[src/rtl/apb_requester.sv]
// ---------------------------------------------------------------------------
// apb_requester
//
// Turns single commands from a valid/ready command port into APB transfers
// and returns one response per transfer on a valid/ready response port.
// A transfer walks IDLE -> SETUP -> ACCESS -> RESP. The block leaves ACCESS
// when the completer raises PREADY, or when the completer has held PREADY
// low for TIMEOUT cycles (TIMEOUT = 0 means wait forever).
//
// Handshakes: a beat moves on a rising PCLK edge where valid and ready are
// both high. A producer holds valid and its payload until that edge. The
// response payload stays stable while rsp_valid is high and rsp_ready is low.
//
// Ports
//   PCLK, PRESETn             clock, asynchronous active-low reset
//   cmd_valid/cmd_ready       command handshake
//   cmd_write/addr/wdata      command payload (1 = write)
//   rsp_valid/rsp_ready       response handshake
//   rsp_rdata/err/timeout     response payload (rdata is 0 for writes/timeouts)
//   PADDR..PENABLE            registered APB requester outputs
//   PRDATA/PREADY/PSLVERR     APB completer inputs
//   fsm_state                 current FSM state, for observation
// ---------------------------------------------------------------------------
module apb_requester #(
    parameter int ADDR_WIDTH = 12,
    parameter int DATA_WIDTH = 32,
    parameter int TIMEOUT    = 16
) (
    input  logic                  PCLK,
    input  logic                  PRESETn,
    input  logic                  cmd_valid,
    output logic                  cmd_ready,
    input  logic                  cmd_write,
    input  logic [ADDR_WIDTH-1:0] cmd_addr,
    input  logic [DATA_WIDTH-1:0] cmd_wdata,
    output logic                  rsp_valid,
    input  logic                  rsp_ready,
    output logic [DATA_WIDTH-1:0] rsp_rdata,
    output logic                  rsp_err,
    output logic                  rsp_timeout,
    output logic [ADDR_WIDTH-1:0] PADDR,
    output logic [DATA_WIDTH-1:0] PWDATA,
    output logic                  PWRITE,
    output logic                  PSEL,
    output logic                  PENABLE,
    input  logic [DATA_WIDTH-1:0] PRDATA,
    input  logic                  PREADY,
    input  logic                  PSLVERR,
    output logic [1:0]            fsm_state
);

    typedef enum logic [1:0] {
        IDLE   = 2'd0,
        SETUP  = 2'd1,
        ACCESS = 2'd2,
        RESP   = 2'd3
    } state_t;

    // A zero TIMEOUT still needs a legal one-bit counter.
    localparam int CW = (TIMEOUT > 0) ? $clog2(TIMEOUT + 1) : 1;

    state_t        state;
    state_t        state_next;
    logic [CW-1:0] wait_cnt;
    logic          live;         // low until the first edge after reset release
    logic          accept;
    logic          timeout_hit;

    always_comb begin
        cmd_ready   = 1'b0;
        accept      = 1'b0;
        timeout_hit = 1'b0;
        state_next  = state;

        // cmd_ready stays low in the cycle reset releases.
        cmd_ready = live && ((state == IDLE) || ((state == RESP) && rsp_ready));
        accept    = cmd_valid && cmd_ready;

        // This wait cycle would be the TIMEOUT-th one.
        timeout_hit = (TIMEOUT > 0) && !PREADY &&
                      ((32'(wait_cnt) + 32'd1) == TIMEOUT);

        case (state)
            IDLE:    if (accept) state_next = SETUP;
            SETUP:   state_next = ACCESS;
            ACCESS:  if (PREADY || timeout_hit) state_next = RESP;
            RESP: begin
                if (rsp_ready) state_next = accept ? SETUP : IDLE;
            end
            default: state_next = IDLE;
        endcase
    end

    assign fsm_state = state;

    always_ff @(posedge PCLK or negedge PRESETn) begin
        if (!PRESETn) begin
            state       <= IDLE;
            live        <= 1'b0;
            wait_cnt    <= '0;
            PADDR       <= '0;
            PWDATA      <= '0;
            PWRITE      <= 1'b0;
            PSEL        <= 1'b0;
            PENABLE     <= 1'b0;
            rsp_valid   <= 1'b0;
            rsp_rdata   <= '0;
            rsp_err     <= 1'b0;
            rsp_timeout <= 1'b0;
        end else begin
            state <= state_next;
            live  <= 1'b1;

            if (accept) begin
                PADDR    <= cmd_addr;
                PWDATA   <= cmd_wdata;
                PWRITE   <= cmd_write;
                wait_cnt <= '0;
            end else if ((state == ACCESS) && !PREADY &&
                         (32'(wait_cnt) < TIMEOUT)) begin
                // Saturates at TIMEOUT instead of wrapping.
                wait_cnt <= wait_cnt + CW'(1);
            end

            if (state == ACCESS) begin
                if (PREADY) begin
                    rsp_rdata   <= PWRITE ? '0 : PRDATA;
                    rsp_err     <= PSLVERR;
                    rsp_timeout <= 1'b0;
                end else if (timeout_hit) begin
                    rsp_rdata   <= '0;
                    rsp_err     <= 1'b1;
                    rsp_timeout <= 1'b1;
                end
            end

            // Bus controls are registered from the next state so they line
            // up exactly with the state they belong to.
            PSEL      <= (state_next == SETUP) || (state_next == ACCESS);
            PENABLE   <= (state_next == ACCESS);
            rsp_valid <= (state_next == RESP);
        end
    end

endmodule

[config.mk]
export PLATFORM = sky130hd
export DESIGN_NAME = apb_requester
export DESIGN_NICKNAME = d
export VERILOG_FILES = /design/src/rtl/apb_requester.sv
export SDC_FILE = /design/constraint.sdc
export NUM_CORES = 1
export LEC_CHECK = 0
export CORE_ASPECT_RATIO = 1.4
export CORE_MARGIN = 2
export CORE_UTILIZATION = 43
export DETAILED_ROUTE_END_ITERATION = 6
export GPL_ROUTABILITY_DRIVEN = 0
export PLACE_DENSITY = 0.89
export SLEW_MARGIN = 20
export SYNTH_ARGS = -nofsm -noshare
export SYNTH_HDL_FRONTEND = slang
export SYNTH_SLANG_ARGS = --single-unit
[constraint.sdc]
create_clock -name PCLK -period 3.5 [get_ports PCLK]
set_input_delay 0.525 -clock PCLK [delete_from_list [all_inputs] [get_ports PCLK]]
set_output_delay 0.525 -clock PCLK [all_outputs]
set_load 0.02 [all_outputs]
==> impl_summary.md <==
Outcome
The run finished with clean final reports.

Synthesis
The post-synthesis cell count is 224. The synthesized-area fraction occupied by xor and xnor cells is 0.763%. The distinct cell type count of the synthesized netlist is 30. The most frequently used flop master after synthesis is dfrtp_1.

By area, the combinational part of the netlist is dominated by multiplexers. In this run, synthesis produced a sequential element count of 90. The synthesized-area fraction occupied by and/or/nand/nor cells is 3.42%. Counting flops with a built-in enable in the synthesized netlist gives 0. Sorting the synthesized cells by area gives the leading types as dfrtp_1 (65%), mux2_2 (15%), a32o_1 (9.3%). The portion of synthesized area spent on multiplexers is 15.0%.

The share of synthesized cell area in full adder, half adder and majority cells is 0.727%. Summed over its instances, the top area cell type makes up 65.4% of the synthesized netlist area. The summed instance area of the synthesized netlist is 3440 sq um. Ranked by instance count, the synthesized netlist is headed by dfrtp_1 (90), mux2_2 (45), a32o_1 (32), nor2_1 (9), buf_4 (8). Synthesis produced a netlist with a net count of 309. Summing the areas of all compound-gate instances in the mapped netlist gives 11.8% of the synthesized area. The proportion of synthesized flip-flops having asynchronous set or reset is 100%. The average instance in the mapped netlist occupies 15.4 sq um.

The most common cell in the synthesized netlist is dfrtp_1. The portion of the post-synthesis area used by sequential elements is 65.4%. The biggest area contributor in the post-synthesis netlist is dfrtp_1.

Yosys printed 0 warnings.

Global routing
The total global routing overflow is 0. The number of antenna violations at the first check in global routing came to 0. The via count of the first global-routing pass was 2650. In the global route stage, overall resource usage came out at 19.3%.

The maximum number of pins on one net before global-route repair is 91. The first-pass GRT wire length is 12800 um.

Clock tree
The TritonCTS sink count is 90. The clock slew at the register clock pins of the worst setup and hold paths is 70 ps. The count of instances resized after the clock tree is built is 0. The post-CTS setup repair buffer count is 0. The clock tree buffer depth is 2. Buffers inserted during clock tree synthesis total 9. The total number of H-tree levels is 3.

The TritonCTS clock tree is built. The tree is rooted in a clkbuf_8. The clock latency of the later-clocked register in the worst-skew pair is 340 ps. For this design, the CTS-stage hold fixing added 0 buffers.

Job
The max-cap check violation count is 0.

Floorplan
The number of top-level pins is 168. After floorplanning, the core was divided into 38 placement rows. The floorplan step set the die height to 110 um. After floorplanning, the core was sized to cover 7750 sq um. The die span in x is 79.6 um. The floorplan step defined a die boundary enclosing 8750 sq um. Once the floorplan was initialized, standard cells occupied 44.4% of the core.

Critical path
STA puts the critical path data arrival time at 2020 ps. Of all nets on the critical path, the largest fanout is 4. The endpoint required time on the critical path is 2970 ps. The worst setup path is of the input port to primary output kind. The type of destination of the critical path is a primary output. The start point of the critical path is rsp_ready. STA classifies the critical path startpoint as an input port.

The worst reg-to-reg setup slack is 1350 ps. The most critical setup path has its endpoint at cmd_ready. The length in cells of the worst reg-to-reg path is 4. In this run the critical register-to-register path is launched from fsm_state[1]. The endpoint of the worst register-to-register path is rsp_rdata[3].

Timing
The total of endpoints with negative setup slack in the final report is 0. The clock skew is 8.91 ps. Final hold analysis gives a worst-case slack of 213 ps.

The final hold violation count came to 0. Timing would allow up to 393 MHz. The total count of max-transition violations in the final report is 0. Measured against its own limit, the worst slew margin works out to 30.7%. The final critical path takes up 72.7% of the cycle. After layout, the minimum clock period comes to 2540 ps. The slew at the pin with the worst max-slew slack is 1040 ps. After routing, the total negative slack on setup checks comes to 0 ps.

Setup repair after global routing left no endpoint under its margin.

Route
Before antenna repair, the detailed router went through 4 iterations. Summing over every cut layer, the via total after detailed routing is 2555. The post-detailed-route count of antenna-violating nets is 0. The number of remaining DRC errors is 0. The overall routed net length is 8230 um. The routed length per placed instance is 16.7 um. The ratio of routed vias to standard cells is 5.19.

After the first detailed-routing iteration, the DRC count stood at 119.

Power and ir drop
Dividing total power by cell area gives a power density of 871 nW/um^2. Summed over all cells, the static leakage comes to 2.21 nW. The worst-case IR drop observed on VDD is 0.623 mV.

Layout
From synthesis to final layout, the design area changed by 55.2%. The fill cell total of the finished layout is 560. For this run, the post-layout net count is 476. The post-route netlist has 17.1% of its cells at a drive strength greater than 1.

The number of antenna diodes in the final layout is 0.

Hold path
The worst hold path belongs to the class input port to asynchronous set/reset pin.

Placement
The number of input and output port buffers inserted is 167. Detailed placement ended at an HPWL of 5960 um.
==> cell families (layout without fill, tap and decap cells) <==
kind of cell / count (synthesis) / after routing
flip-flops: 90 / 90
multiplexers: 46 / 46
AO/OA/AOI/OAI: 44 / 44
AND/OR/NAND/NOR: 22 / 22
buffers and inverters: 16 / 184
XOR/XNOR: 3 / 3
adder cells (fa/ha/maj): 2 / 2
other: 1 / 1
==> how the worst min path moves through the flow <==
stage                          start             to  slack (ps)
after floorplan              PRESETn       PADDR[0]         230
after global placement    PWDATA[11]     PWDATA[11]         490
after detailed placement  PWDATA[31]     PWDATA[31]         490
after CTS                    PRESETn  rsp_rdata[23]         420
after global routing         PRESETn  rsp_rdata[23]         310
final                        PRESETn  rsp_rdata[23]         210
==> layer usage <==
metal  vias up  share of wire (%)  track usage, %
met2       123                 51            33.4
li1       1171                  -               -
met4         0                2.8            9.98
met3        18                8.3            5.67
met1      1243                 38            21.3
met5         -                  0               0
==> layout by cell type (no fill, tap or decap), types with 2 or more instances in the layout <==
cell type / instances
a21bo_2: 2
a21oi_1: 4
a32o_1: 32
buf_4: 2
clkbuf_8: 10
clkdlybuf4s50_1: 166
dfrtp_1: 90
ha_1: 2
inv_1: 2
mux2_2: 45
nand2_1: 4
nor2_1: 8
nor2b_1: 2
xor2_1: 2
==> where the power goes <==
part | switching, W | total [W] | internal [W]
Clock | 0.000311 | 0.000572 | 0.000261
Combinational | 0.00109 | 0.00233 | 0.00124
Sequential | 0.000255 | 0.00175 | 0.00149
==> worst max-delay path, stage by stage <==
cell,delay [ps]
clkdlybuf4s50_1,460
a21bo_2,170
o21ai_2,110
nor2b_1,130
clkdlybuf4s50_1,630
==> through the flow <==
step           setup slack [ps]  util, %  power [W]  cell area [sq um]  std cells
5_1_grt                     893     69.0    0.00491               5340        492
2_1_floorplan              1830        -    0.00294               3440        224
3_5_place_dp                968     67.0    0.00412               5190        480
4_1_cts                     942     68.9    0.00470               5340        492
3_3_place_gp                967     67.0    0.00405               5190        480
6_report                    956     69.0    0.00465               5340        492
==> registers in the layout (all words and copies together) (netlist names) <==
signal and cells:
PWDATA 32, rsp_rdata 32, PADDR 12, wait_cnt 5
fsm_state 2, PENABLE 1, PSEL 1, PWRITE 1
live 1, rsp_err 1, rsp_timeout 1, rsp_valid 1
==> cell type report <==
type | instances | area (sq um) | area share, %
clock buffers | 11 | 141 | 2.65
clock inverters | 1 | 5.00 | 0.0937
inverters | 2 | 7.51 | 0.140
multi-input cells | 118 | 1100 | 20.7
flip-flops and latches | 90 | 2250 | 42.1
well taps | 100 | 125 | 2.34
repair buffers | 170 | 1710 | 32.0
Power figures use the tool's default switching activity.
